### src/rtl/ram8_regfile.sv
// 8 x DATA_W register-file RAM: clocked load-enabled write, asynchronous read on a shared address.
// Optional macro RAM8_WRITE_BYPASS_EN forwards the write data to out while load is high.
module ram8_regfile #(
  parameter int unsigned DATA_W = 16,
  parameter int unsigned ADDR_W = 3
) (
  input  logic              clk,
  input  logic              reset,
  input  logic              load,
  input  logic [ADDR_W-1:0] address,
  input  logic [DATA_W-1:0] in,
  output logic [DATA_W-1:0] out
);

  localparam int unsigned Depth = 2 ** ADDR_W;

  logic [DATA_W-1:0] r_word [Depth];
  logic [DATA_W-1:0] w_rd_data;

  // Write strobe only on load; address/data are don't-care otherwise.
  always_ff @(posedge clk or posedge reset) begin
    if (reset) begin
      for (int i = 0; i < Depth; i++) begin
        r_word[i] <= '0;
      end
    end else if (load) begin
      r_word[address] <= in;
    end
  end

  assign w_rd_data = r_word[address];

`ifdef RAM8_WRITE_BYPASS_EN
  assign out = (load && !reset) ? in : w_rd_data;
`else
  assign out = w_rd_data;
`endif

endmodule

### config.mk
export PLATFORM = sky130hd
export DESIGN_NAME = ram8_regfile
export DESIGN_NICKNAME = d
export VERILOG_FILES = /design/src/rtl/ram8_regfile.sv
export SDC_FILE = /design/constraint.sdc
export NUM_CORES = 1
export LEC_CHECK = 0
export BUFFER_PORTS_ARGS = -buffer_cell sky130_fd_sc_hd__buf_2
export CORE_ASPECT_RATIO = 1.5
export CORE_UTILIZATION = 60
export CTS_BUF_LIST = sky130_fd_sc_hd__clkbuf_16
export DETAILED_ROUTE_END_ITERATION = 8
export PLACE_DENSITY = 0.77
export SLEW_MARGIN = 20
export SYNTH_ARGS = -nofsm -noshare
export SYNTH_HDL_FRONTEND = slang
export SYNTH_SLANG_ARGS = --single-unit
export TNS_END_PERCENT = 5
### constraint.sdc
create_clock -name clk -period 5.5 [get_ports clk]
set_input_delay 1.65 -clock clk [delete_from_list [all_inputs] [get_ports clk]]
set_output_delay 1.65 -clock clk [all_outputs]
set_load 0.01 [all_outputs]
Word level (Yosys, flattened, before mapping) --
Index checks and enable logic that the tools add are counted.
Word-level totals: bits of input ports 22, output and inout bits 16, logic and storage cells 18, flip-flop bits (word level) 128
Operators by class: order comparisons 2, reductions and logical operators 1, muxes and demuxes 6, bitwise gates (word level) 1
Operator list (count):
- 128-bit bitwise mux | 1
- 16-bit binary-select mux with 3-bit select | 1
- 16-bit demux with 3-bit select | 1
- 16-bit two-way mux | 3
- 4-bit >= comparator (second input constant) | 1
- 4-bit by 1-bit less-than comparator with 1-bit output (second input constant) | 1
- 3-bit NOT with 4-bit output | 1
- 1-bit logical AND | 1

Longest topological paths before layout --
word-level depth 6, depth in mapped cells 5, depth with buffers taken out 2

Worst setup path after synthesis --
OpenSTA, ideal clock, no wires.
path kind input port to output port, start point input address[0], end point output out[0], arrival time 2.777 ns, stages 5, setup slack 1.073 ns, path buffers 3, required time 3.850 ns, cell sequence buf_6 buf_2 buf_2 mux4_2 mux2_2
On the way: longest elaborated chain between the ends 4
RTL lines:
- start: declaration | line 10 | input logic [ADDR_W-1:0] address,
- 3-bit NOT with 4-bit output (implied by the code) | line 31 | assign w_rd_data = r_word[address];
- 16-bit binary-select mux with 3-bit select | line 31
- 16-bit two-way mux (implied by the code) (2 in a row) | line 31
- end: declaration | line 12 | output logic [DATA_W-1:0] out
Every way passes these cells. The select of a mux whose other input is x is not followed.

Worst setup path after layout --
start point input address[2], end point output out[6]
The elaborated chain is that of the path after synthesis.

==> reports/summary.txt <==
max cap viols: 0
Post-synth EDFFs: 0
CTS max path bufs: 2
syn_area_per_cell: 17.8 µm²
RSZ-0062 raised after global routing: false
Die ar.: 0.0104 mm²
routed vias/inst: 6.36
DR pass1 iterations: 4
ant diodes: 0
CTS Hold Bufs: 0
GP Congestion: 0.711
Total Power: 2.74 mW
Biggest register: r_word
vias in the first global route: 3439
largest registers: r_word: 128 flops
area added between synthesis and finish: 12.5%
Setup crit end kind: output port
Pwr Density: 408 mW/mm²
Tightest Pin Transition: 905 ps
clock latency on the worst-skew pair: 400 ps
Starting Density: 61.7%
Mapped Cells: 335
cell taking the most area after synthesis: dfrtp_1
CTS tree: done
chip width: 83.5 µm
setup_tns: 0 ps
Num CTS Buffers: 17
FP Rows: 44
fin. max-slew vios: 0
largest cells by area after synthesis: dfrtp_1 (54%), mux2_2 (27%), mux4_1 (12%)
Slew headroom: 39.6%
Post-Syn Area: 0.00598 mm²
Setup violations, final: 0
asr flop ratio synth: 100%
Placeable Area: 0.00969 mm²
Final Hold Vio Count: 0
Layout Nets: 397
total global routing overflow: 0
dominant synthesized flop cell: dfrtp_1
layout cells sized above 1: 57.1%
post-synthesis cell type count: 14
fin crit period: 5090 ps
IO Count: 38
GR Util All Layers: 24.0%
Crit path required time: 3850 ps
Reg clk slew, reported paths: 50 ps
outcome: finished, final reports clean
most frequent cell after synthesis: mux2_2
first-pass GRT wire length: 18700 µm
HP Class: reg -> reg
CTS sink cnt: 128
startpoint types: input pin
Final Cycle Share: 92.5%
IO buf count: 37
VDD IR max: 0.000357 V
WS Path Type: in -> out
Starting DRT DRC Count: 127
DRC errors left: 0
Synth warnings: 0
routed via count: 3191
WL final: 11300 µm
Highest Clock Rate: 197 MHz
Post-Syn Nets: 357
placed wire-length estimate: 6490 µm
clk root buf: clkbuf_16
die height: 124 µm
# Post-CTS Setup Buffers: 0
pin count of the biggest net entering global routing: 90
initial antenna violation count: 0
Post-synth top cells: mux2_2 (143), dfrtp_1 (128), mux4_1 (28), buf_2 (12), buf_4 (5)
Crit Path Max Fanout: 30
post-CTS sizing: 0
Leakage: 3.00 nW
Arr. time, crit path: 3440 ps
flops & latches, synth: 128
post-synthesis sequential area ratio: 53.6%
CTS H-tree depth: 4
Final Skew: 0 ps
Post-DRT Antenna Nets: 0
Synth top area share: 53.6%
max reg flops: 128
DR WL/cell: 22.5 µm
==> layout make-up <==
cell class                      instances  area (µm²)
Fill cell                             633        2970
Inverter                                1        8.76
Timing Repair Buffer                   43         230
Multi-Input combinational cell        184        2600
Clock buffer                           17         425
Sequential cell                       128        3200
Tap cell                              115         144
Clock inverter                         14         111
==> final timing paths <==
| check | from | to | slack (ps) | cells after the start |
|---|---|---|---|---|
| setup reg to reg | r_word[73] | r_word[73] | 4700 | 1 |
| hold reg to reg | r_word[86] | r_word[86] | 500 | 1 |
| max in group asynchronous | reset | r_word[27] | 3070 | 3 |
| setup / recovery | address[2] | out[6] | 410 | 4 |
| min in group asynchronous | reset | r_word[76] | 1390 | 2 |
| hold / removal | r_word[86] | r_word[86] | 500 | 1 |
==> per-layer routing <==
metal,track usage [%],up-vias,routed length (µm)
met5,0,-,0
met3,5.10,12,312
met4,7.58,0,144
li1,-,1387,-
met1,32.1,1745,4950
met2,39.7,47,5880
==> through the flow <==
step                hold WS [ps]  cells  area, µm²  setup WS [ps]  util [%]
global placement             472    471       6180            460      63.8
finish                       497    502       6720            413      69.4
floorplan                    456    335       5980            437         -
CTS                          499    502       6720            430      69.4
global route                 508    502       6720            378      69.4
detailed placement           487    471       6180            439      63.8
==> cell families after synthesis <==
| family | count (synthesis) | synth area share, % |
|---|---|---|
| flops | 128 | 53.6 |
| mux | 176 | 40.9 |
| simple gates | 8 | 2.57 |
| buf+inv | 23 | 2.93 |
==> report_power, final <==
| group | switching [mW] | internal [mW] |
|---|---|---|
| sequential | 0.0976 | 1.15 |
| combinational | 0.174 | 0.303 |
| clock | 0.370 | 0.646 |
==> worst max-delay path: stages <==
cell and delay [ps]:
buf_2 680, mux4_1 660, mux2_2 300, buf_2 140
==> layout by cell type (no fill, tap or decap) <==
| cell | synthesis | final |
|---|---|---|
| inv_1 | 1 | 5 |
| and4bb_2 | 3 | 3 |
| inv_6 | 0 | 1 |
| mux2_2 | 143 | 143 |
| nand4_4 | 1 | 1 |
| mux4_1 | 28 | 28 |
| clkinv_1 | 0 | 4 |
| mux4_2 | 4 | 4 |
| nand4b_4 | 3 | 3 |
| dfrtp_1 | 128 | 128 |
| clkinvlp_4 | 0 | 1 |
| bufinv_16 | 0 | 2 |
| buf_2 | 12 | 37 |
| mux2_1 | 1 | 1 |
| clkbuf_16 | 0 | 17 |
| clkinv_2 | 0 | 2 |
| nor4b_4 | 1 | 1 |
| buf_4 | 5 | 6 |
No activity file was read; power rests on OpenSTA's default activity.
